## src/rtl/spi_master_controller.sv

```systemverilog
// SPI master: serialises 10-bit RAM commands onto SS_n/MOSI and captures read words from MISO.
// Latency: 15 cycles accept-to-ready for write/rd-addr frames, 24 for rd-data frames (defaults).
// Backpressure: cmd_ready is high only in IDLE; cmd_valid is ignored while a frame is in flight.
module spi_master_controller #(
  parameter int CMD_WIDTH   = 10,
  parameter int DATA_WIDTH  = 8,
  parameter int HOLD_CYCLES = 2,
  parameter int RD_LATENCY  = 3,
  parameter int GAP_CYCLES  = 1
) (
  input  logic                  clk,
  input  logic                  rst,
  input  logic                  cmd_valid,
  output logic                  cmd_ready,
  input  logic [CMD_WIDTH-1:0]  cmd_data,
  output logic [DATA_WIDTH-1:0] rd_data,
  output logic                  rd_valid,
  output logic                  seq_err,
  output logic                  busy,
  output logic                  SS_n,
  output logic                  MOSI,
  input  logic                  MISO
);

  // One shared down-counter serves every timed state; size it for the longest one.
  localparam int M1      = (CMD_WIDTH > DATA_WIDTH) ? CMD_WIDTH : DATA_WIDTH;
  localparam int M2      = (HOLD_CYCLES > RD_LATENCY) ? HOLD_CYCLES : RD_LATENCY;
  localparam int M3      = (M1 > M2) ? M1 : M2;
  localparam int CNT_MAX = (M3 > GAP_CYCLES) ? M3 : GAP_CYCLES;
  localparam int CNT_W   = (CNT_MAX < 2) ? 1 : $clog2(CNT_MAX);
  localparam int IDX_W   = (CMD_WIDTH < 2) ? 1 : $clog2(CMD_WIDTH);

  localparam logic [1:0] OP_RD_ADDR = 2'b10;
  localparam logic [1:0] OP_RD_DATA = 2'b11;

  typedef enum logic [2:0] {
    S_IDLE, S_START, S_CMD, S_SHIFT, S_HOLD, S_WAIT_RD, S_CAPTURE, S_GAP
  } state_t;

  state_t                state_q, state_d;
  logic [CNT_W-1:0]      cnt_q, cnt_d;
  logic [CMD_WIDTH-1:0]  cmd_q, cmd_d;
  logic [DATA_WIDTH-1:0] shift_q, shift_d;
  logic [DATA_WIDTH-1:0] rd_data_q, rd_data_d;
  logic                  rd_valid_q, rd_valid_d;
  logic                  seq_err_q, seq_err_d;
  logic                  rd_pend_q, rd_pend_d;
  logic                  rd_frame_q, rd_frame_d;
  logic                  ss_n_q, ss_n_d;
  logic                  mosi_q, mosi_d;
  logic [IDX_W-1:0]      bit_idx;
  logic                  cnt_last;
  logic [1:0]            opcode;

  assign cmd_ready = (state_q == S_IDLE) && !rst;
  assign busy      = (state_q != S_IDLE);
  assign rd_data   = rd_data_q;
  assign rd_valid  = rd_valid_q;
  assign seq_err   = seq_err_q;
  assign SS_n      = ss_n_q;
  assign MOSI      = mosi_q;
  assign cnt_last  = (cnt_q == '0);
  assign opcode    = cmd_data[CMD_WIDTH-1 -: 2];

  // Next-state, counter reloads, read tracking and the pin values for the next cycle.
  always_comb begin
    state_d    = state_q;
    cnt_d      = cnt_q;
    cmd_d      = cmd_q;
    shift_d    = shift_q;
    rd_data_d  = rd_data_q;
    rd_valid_d = 1'b0;
    seq_err_d  = 1'b0;
    rd_pend_d  = rd_pend_q;
    rd_frame_d = rd_frame_q;
    case (state_q)
      S_IDLE: begin
        if (cmd_valid) begin
          state_d    = S_START;
          cmd_d      = cmd_data;
          rd_frame_d = 1'b0;
          if (opcode == OP_RD_ADDR) begin
            rd_pend_d = 1'b1;
          end else if (opcode == OP_RD_DATA) begin
            // With nothing pending the slave takes this frame as a read address.
            if (rd_pend_q) begin
              rd_frame_d = 1'b1;
              rd_pend_d  = 1'b0;
            end else begin
              seq_err_d  = 1'b1;
              rd_pend_d  = 1'b1;
            end
          end
        end
      end
      S_START: state_d = S_CMD;
      S_CMD: begin
        state_d = S_SHIFT;
        cnt_d   = CNT_W'(CMD_WIDTH - 1);
      end
      S_SHIFT: begin
        if (!cnt_last) begin
          cnt_d = cnt_q - CNT_W'(1);
        end else if (rd_frame_q) begin
          state_d = S_WAIT_RD;
          cnt_d   = CNT_W'(RD_LATENCY - 1);
        end else begin
          state_d = S_HOLD;
          cnt_d   = CNT_W'(HOLD_CYCLES - 1);
        end
      end
      S_HOLD, S_WAIT_RD: begin
        if (!cnt_last) begin
          cnt_d = cnt_q - CNT_W'(1);
        end else if (state_q == S_HOLD) begin
          state_d = S_GAP;
          cnt_d   = CNT_W'(GAP_CYCLES - 1);
        end else begin
          state_d = S_CAPTURE;
          cnt_d   = CNT_W'(DATA_WIDTH - 1);
        end
      end
      S_CAPTURE: begin
        shift_d = {shift_q[DATA_WIDTH-2:0], MISO};
        if (!cnt_last) begin
          cnt_d = cnt_q - CNT_W'(1);
        end else begin
          state_d    = S_GAP;
          cnt_d      = CNT_W'(GAP_CYCLES - 1);
          rd_data_d  = shift_d;
          rd_valid_d = 1'b1;
        end
      end
      S_GAP: begin
        if (!cnt_last) cnt_d = cnt_q - CNT_W'(1);
        else           state_d = S_IDLE;
      end
      default: state_d = S_IDLE;
    endcase

    // Pins are registered, so they are decoded from the state being entered.
    bit_idx = cnt_d[IDX_W-1:0];
    ss_n_d  = (state_d == S_IDLE) || (state_d == S_GAP);
    mosi_d  = 1'b0;
    if (state_d == S_CMD)        mosi_d = cmd_d[CMD_WIDTH-1];
    else if (state_d == S_SHIFT) mosi_d = cmd_q[bit_idx];
  end

  // State and datapath registers; reset drops the frame immediately.
  always_ff @(posedge clk or posedge rst) begin
    if (rst) begin
      state_q    <= S_IDLE;
      cnt_q      <= '0;
      cmd_q      <= '0;
      shift_q    <= '0;
      rd_data_q  <= '0;
      rd_valid_q <= 1'b0;
      seq_err_q  <= 1'b0;
      rd_pend_q  <= 1'b0;
      rd_frame_q <= 1'b0;
      ss_n_q     <= 1'b1;
      mosi_q     <= 1'b0;
    end else begin
      state_q    <= state_d;
      cnt_q      <= cnt_d;
      cmd_q      <= cmd_d;
      shift_q    <= shift_d;
      rd_data_q  <= rd_data_d;
      rd_valid_q <= rd_valid_d;
      seq_err_q  <= seq_err_d;
      rd_pend_q  <= rd_pend_d;
      rd_frame_q <= rd_frame_d;
      ss_n_q     <= ss_n_d;
      mosi_q     <= mosi_d;
    end
  end

endmodule
```

## config.mk

```make
export PLATFORM = sky130hd
export DESIGN_NAME = spi_master_controller
export DESIGN_NICKNAME = d
export VERILOG_FILES = /design/src/rtl/spi_master_controller.sv
export SDC_FILE = /design/constraint.sdc
export NUM_CORES = 1
export LEC_CHECK = 0
export ABC_AREA = 1
export BUFFER_PORTS_ARGS = -buffer_cell sky130_fd_sc_hd__buf_2
export CORE_MARGIN = 5
export CORE_UTILIZATION = 50
export DETAILED_ROUTE_END_ITERATION = 16
export PLACE_DENSITY_LB_ADDON = 0.05
export RECOVER_POWER = 100
export SKIP_LAST_GASP = 1
export SYNTH_ARGS = -nofsm -noshare
export SYNTH_HDL_FRONTEND = slang
export SYNTH_SLANG_ARGS = --single-unit
export TNS_END_PERCENT = 5
```

## constraint.sdc

```tcl
create_clock -name clk -period 5.9 [get_ports clk]
set_clock_uncertainty 0.1 [all_clocks]
set_input_delay 0 -clock clk [delete_from_list [all_inputs] [get_ports clk]]
set_output_delay 0 -clock clk [all_outputs]
set_load 0.02 [all_outputs]
```

# Word-level counts from Yosys, hierarchy flattened
# Cells that the tools add are included.
totals:
  reg_bits: 38
  latchBits: 0
  mem_bits_rw: 0
  romBits: 0
  inputBits: 14
  output_inout_bits: 14
  wordCells: 71
  n_memories: 0
op_classes:
  addsub: 1
  multipliers: 0
  div: 0
  n_lt_le_gt_ge: 1
  eq_ne: 12
  shift: 0
  mux: 33
  bitwise: 0
  reduce_logical: 12
ops:
  columns: ["op", "count"]
  rows:
  - ["$pmux W3 S7", 1]
  - ["$mux W10", 2]
  - ["$pmux W4 S5", 1]
  - ["$mux W3", 6]
  - ["$mux W1", 17]
  - ["$mux W4", 4]
  - ["$eq A3 B3 Y1 const B", 5]
  - ["$eq A3 B2 Y1 const B", 4]
  - ["$logic_not A3 Y1", 2]
  - ["$lt A4 B5 Y1 const B", 1]
  - ["$bmux W1 S4", 1]
  - ["$eq A2 B2 Y1 const B", 2]
  - ["$logic_not A4 Y1", 1]
  - ["$reduce_and A2 Y1", 2]
  - ["$sub A4 B1 Y4 const B", 1]
  - ["$eq A3 B1 Y1 const B", 1]
  - ["$reduce_and A3 Y1", 1]
  - ["$reduce_bool A3 Y1", 1]
  - ["$mux W2", 1]
  - ["$reduce_bool A2 Y1", 1]
  - ["$reduce_or A2 Y1", 1]
  - ["$logic_and A1 B1 Y1", 1]
  - ["$logic_not A1 Y1", 1]
  - ["$logic_or A1 B1 Y1", 1]

# Logic depth before layout (Yosys ltp)
depth:
  word_depth: 8
  ltp_mapped: 18
  depth_no_buf: 17

# Worst setup path before layout
# OpenSTA, ideal clock, no wires.
synth_timing:
  path_kind: "reg-to-reg"
  startpoint: "register cnt_q[0]"
  endpoint: "register mosi_q (netlist: MOSI)"
  setup_ns: 0.117
  arrival_time_ns: 1.902
  required_ns: 5.683
  slack_ns: 3.781
  stages_incl_launch_ff: 19
  path_buffers: 1
  synth_period_minus_slack_ns: 2.119
  cell_sequence: "dfrtp_1 -> inv_1 -> ha_1 -> buf_2 -> nand2_2 -> ha_1 -> nor2_1 -> nand2_1 -> nand2_1 -> a21oi_2 -> nand2_4 -> nand2_4 -> nand2_1 -> nand3_1 -> nand2_1 -> nand2_1 -> nor2_1 -> nand2_1 -> nand2_1"
synth_between:
  elab_chain_cells: 7
  elab_cells_between_ends: 18
  classes_between: "add/sub: 1; eq/ne: 2; mux: 14; reduce/logical: 1"
synth_rtl:
  columns: ["item", "line_no", "source"]
  rows:
  - ["start: declaration", "41", "logic [CNT_W-1:0] cnt_q, cnt_d;"]
  - ["start signal: assignment", "165", "cnt_q <= cnt_d;"]
  - ["$sub A4 B1 Y4 or $logic_not A4 Y1 (tied branches)", null, null]
  - ["$mux W4, on equally long branches", null, null]
  - ["$pmux W4 S5", "76", "case (state_q)"]
  - ["$bmux W1 S4", "146", "else if (state_d == S_SHIFT) mosi_d = cmd_q[bit_idx];"]
  - ["$mux W1 (not written as such)", "146", null]
  - ["$mux W1", "146", null]
  - ["$mux W1 *", "145", "if (state_d == S_CMD) mosi_d = cmd_d[CMD_WIDTH-1];"]
  - ["via mosi_d", "50", "logic mosi_q, mosi_d;"]
  - ["end signal: assignment", "174", "mosi_q <= mosi_d;"]
  - ["end: declaration", "50", null]
# Mark *: on every way through the listed nets, which the timed path passes. The rest lies on a longest branch. The select of a mux whose other input is x is not followed.
# A chain may end at the register's enable or synchronous reset.

# Final worst setup path
layout_timing:
  startpoint: "register state_q[1]"
  endpoint: "register seq_err_q (netlist: seq_err)"
layout_between:
  elab_chain_cells: 2
layout_rtl:
  columns: ["item", "line_no", "source"]
  rows:
  - ["start: declaration", "40", "state_t state_q, state_d;"]
  - ["start signal: assignment", "164", "state_q <= state_d;"]
  - ["$logic_not A3 Y1", "76", null]
  - ["$mux W1", "76", null]
  - ["via seq_err_d", "46", "logic seq_err_q, seq_err_d;"]
  - ["end signal: assignment", "170", "seq_err_q <= seq_err_d;"]
  - ["end: declaration", "46", null]
# The timed path passes the listed nets, and every way through them passes these cells.

==> impl_metrics.py <==
metrics = {
    "grt": {
        "met2_usage_pct": 26.4,
        "antenna_found_initial": 0,
        "grt_max_degree": 39,
        "grt-ovfl-total": 0,
        "grt_busiest_layer": "met2",
        "grt_use_met1_pct": 22.8,
        "grt_first_pass_wirelength_um": 6690,
        "grt_pass1_vias": 1519,
        "grtUsageMet3_pct": 4.59,
        "grt_usage_pct": 17.0,
    },
    "setup_path": {
        "path_class": "flip-flop to flip-flop",
        "cp.required_ns": 6.08,
        "cp-startpoint": "state_q[1]$_DFF_PP0_",
        "critPathCaptureType": "flip-flop",
        "crit_path_max_fanout": 12,
        "r2r_start": "state_q[1]$_DFF_PP0_",
        "cp.arrival_ns": 3.13,
        "startpoint_type": "flip-flop",
    },
    "logic_synthesis": {
        "yosysSeqAreaShare_pct": 52.6,
        "post-synth-top-count-cell": "nand2_1",
        "ys_warn_count": 0,
        "synth_flop_cell": "dfrtp_1",
        "synthCells": 228,
        "async_flop_share_pct": 100,
        "synth_edf_count": 0,
        "synth_top_area_share_pct": 51.1,
        "yosysTopAreaCell": "dfrtp_1",
        "syn_area_sq_mm": 0.00181,
        "syn-num-nets": 244,
        "synth-seq-cells": 38,
        "avgSynthCellArea_sq_um": 7.95,
        "synth_cell_types": 27,
        "synth_area_leaders": "dfrtp_1, nand2_1, nand3_1",
        "synth_common_cells": "nand2_1, dfrtp_1, inv_1, nand3_1, o21ai_1",
    },
    "place": {
        "port_buffers": 27,
        "dpl.hpwl_um": 2660,
        "placed_cells": 297,
        "place_congestion": 0.927,
    },
    "floorplanning": {
        "die_w_um": 70.2,
        "start_util_pct": 53.0,
        "io_pins": 28,
        "rows": 21,
        "core_sq_mm": 0.00342,
        "die_h_um": 70.2,
        "dieArea_sq_mm": 0.00493,
    },
    "cts": {
        "clkTransAtPathRegs_ns": 0.12,
        "cts_resized": 0,
        "clock-sinks": 38,
        "clk-insertion-delay-late_ns": 0.35,
        "post_cts.repair.setup_buffers": 0,
        "cts_tree": "done",
        "htree_levels": 2,
        "cts_buffers": 5,
        "clock-root-buffer": "clkbuf_4",
        "hold_buffers": 13,
        "cts_buffer_depth": 2,
    },
    "outcome": {
        "status": "finished with violations",
        "violations": "max-capacitance violations, max-slew violations",
    },
    "sta": {
        "drv_slew": 39,
        "rsz0062_at_grt": "false",
        "fin_crit_sh_pct": 50.1,
        "clock.fmax_mhz": 338,
        "tns_ns": 0,
        "final.min_clock_period_ns": 2.96,
        "final_hold_viol_count": 0,
        "tightest_slew_ns": 1.97,
        "final-setup-viol-count": 0,
        "max-slew-margin-rel_pct": -31.6,
    },
    "cells_and_area": {
        "drive_above_1_share_pct": 12.1,
        "fin_nets": 287,
        "fin_cells": 318,
        "area_growth_pct": 18.3,
        "diodes": 0,
    },
    "power": {
        "leakage_nw": 1.10,
        "ir_drop_mv": 0.300,
        "powerDensity_mw_per_mm2": 531,
    },
    "job": {
        "cap_violations": 1,
    },
    "drt": {
        "drtPass1Iterations": 4,
        "drtIter0Drc": 118,
        "drc": 0,
        "num_vias": 1566,
        "wirelength_um": 3760,
        "wire_per_inst_um": 11.8,
        "via_per_inst": 4.92,
        "final_antenna_net_count": 0,
    },
    "hold_path": {
        "min-delay-start": "cmd_valid",
        "hp-class": "primary input to flip-flop",
    },
}
[critical path, cell delays in order (launching register included)]
cell           delay [ns]
dfrtp_1              0.48
nor2_1               0.36
clkinv_1             0.19
nor2_1               0.20
nand2_1              0.29
inv_1                0.36
nand2_1              0.17
nor3_1               0.16
dlygate4sd3_1        0.57
[report_power, final]
| part | internal, W | leakage [nW] | total (W) | switching (W) |
|---|---|---|---|---|
| clock | 0.0000471 | 0.0255 | 0.000134 | 0.0000867 |
| sequential | 0.000379 | 0.463 | 0.000452 | 0.0000734 |
| combinational | 0.000189 | 0.611 | 0.000552 | 0.000363 |
[layout by cell type (no fill, tap or decap)]
| cell | n |
|---|---|
| nor3_1 | 2 |
| nor2_1 | 14 |
| inv_1 | 26 |
| buf_2 | 14 |
| o21bai_1 | 1 |
| o22ai_1 | 1 |
| xor2_1 | 1 |
| nand3b_1 | 1 |
| nand2_2 | 3 |
| nor2_4 | 1 |
| o21ai_0 | 18 |
| a21oi_1 | 5 |
| nand2_4 | 2 |
| o21ai_1 | 1 |
| clkbuf_1 | 16 |
| a22oi_1 | 1 |
| clkinv_1 | 2 |
| o21a_1 | 1 |
| nand4_1 | 1 |
| dfrtp_1 | 37 |
| clkinvlp_4 | 1 |
| nand3_1 | 21 |
| nor2_2 | 1 |
| clkbuf_4 | 5 |
| dlygate4sd3_1 | 13 |
| dfstp_2 | 1 |
| nand2_1 | 75 |
| ha_1 | 2 |
| inv_2 | 5 |
[logic make-up after synthesis]
group | after synthesis | share of synthesized area (%)
adders and majority gates | 2 | 1.38
and+or+nand+nor | 121 | 29.1
DFF | 38 | 52.6
xor gates and xnor gates | 1 | 0.484
AOI/OAI and AO/OA | 28 | 8.43
buffers and inverters | 38 | 8.08
[per-layer routing]
metal | up-vias | routed length, um
met5 | - | 0
met4 | 0 | 43
met3 | 4 | 189
met2 | 40 | 1760
met1 | 720 | 1780
li1 | 802 | -
[per-stage QoR]
stage	util (%)	instance area, sq um	setup WS, ns	total power [W]	hold slack, ns
6_report	62.7	2140	2.94	0.00114	0.0729
5_1_grt	62.7	2140	2.72	0.00125	0.0989
4_1_cts	63.6	2170	3.32	0.00117	0.0666
3_5_place_dp	58.2	1990	3.54	0.00103	0.0511
3_3_place_gp	58.2	1990	3.60	0.00102	0.0535
2_1_floorplan	-	1810	3.78	0.000890	-0.0202
[state kept, by name (all words and copies together), names as in the netlist]
register,flops
MOSI,1
SS_n,1
cmd_q,10
cnt_q,4
rd_data,8
rd_frame_q,1
rd_pend_q,1
rd_valid,1
seq_err,1
shift_q,7
state_q,3
[final timing paths]
kind	end	slack, ns	cells past startpoint
setup / recovery	seq_err$_DFF_PP0_	2.94	8
max in group asynchronous	rd_pend_q$_DFFE_PP0P_	3.76	4
min in group asynchronous	rd_frame_q$_DFFE_PP0P_	0.81	4
hold / removal	cmd_q[2]$_DFFE_PP0P_	0.07	4
hold reg to reg	rd_data[7]$_DFFE_PP0P_	0.38	2
setup reg to reg	seq_err$_DFF_PP0_	2.94	8
[area by class of cell]
cell class	count	area (sq um)
timing repair buffer	41	253
multi-input combinational	152	704
clock inverter	1	7.51
inverter	33	124
sequential	38	952
fill	316	1270
tap	46	57.6
clock buffer	7	45.0
Power figures use the tool's default switching activity.
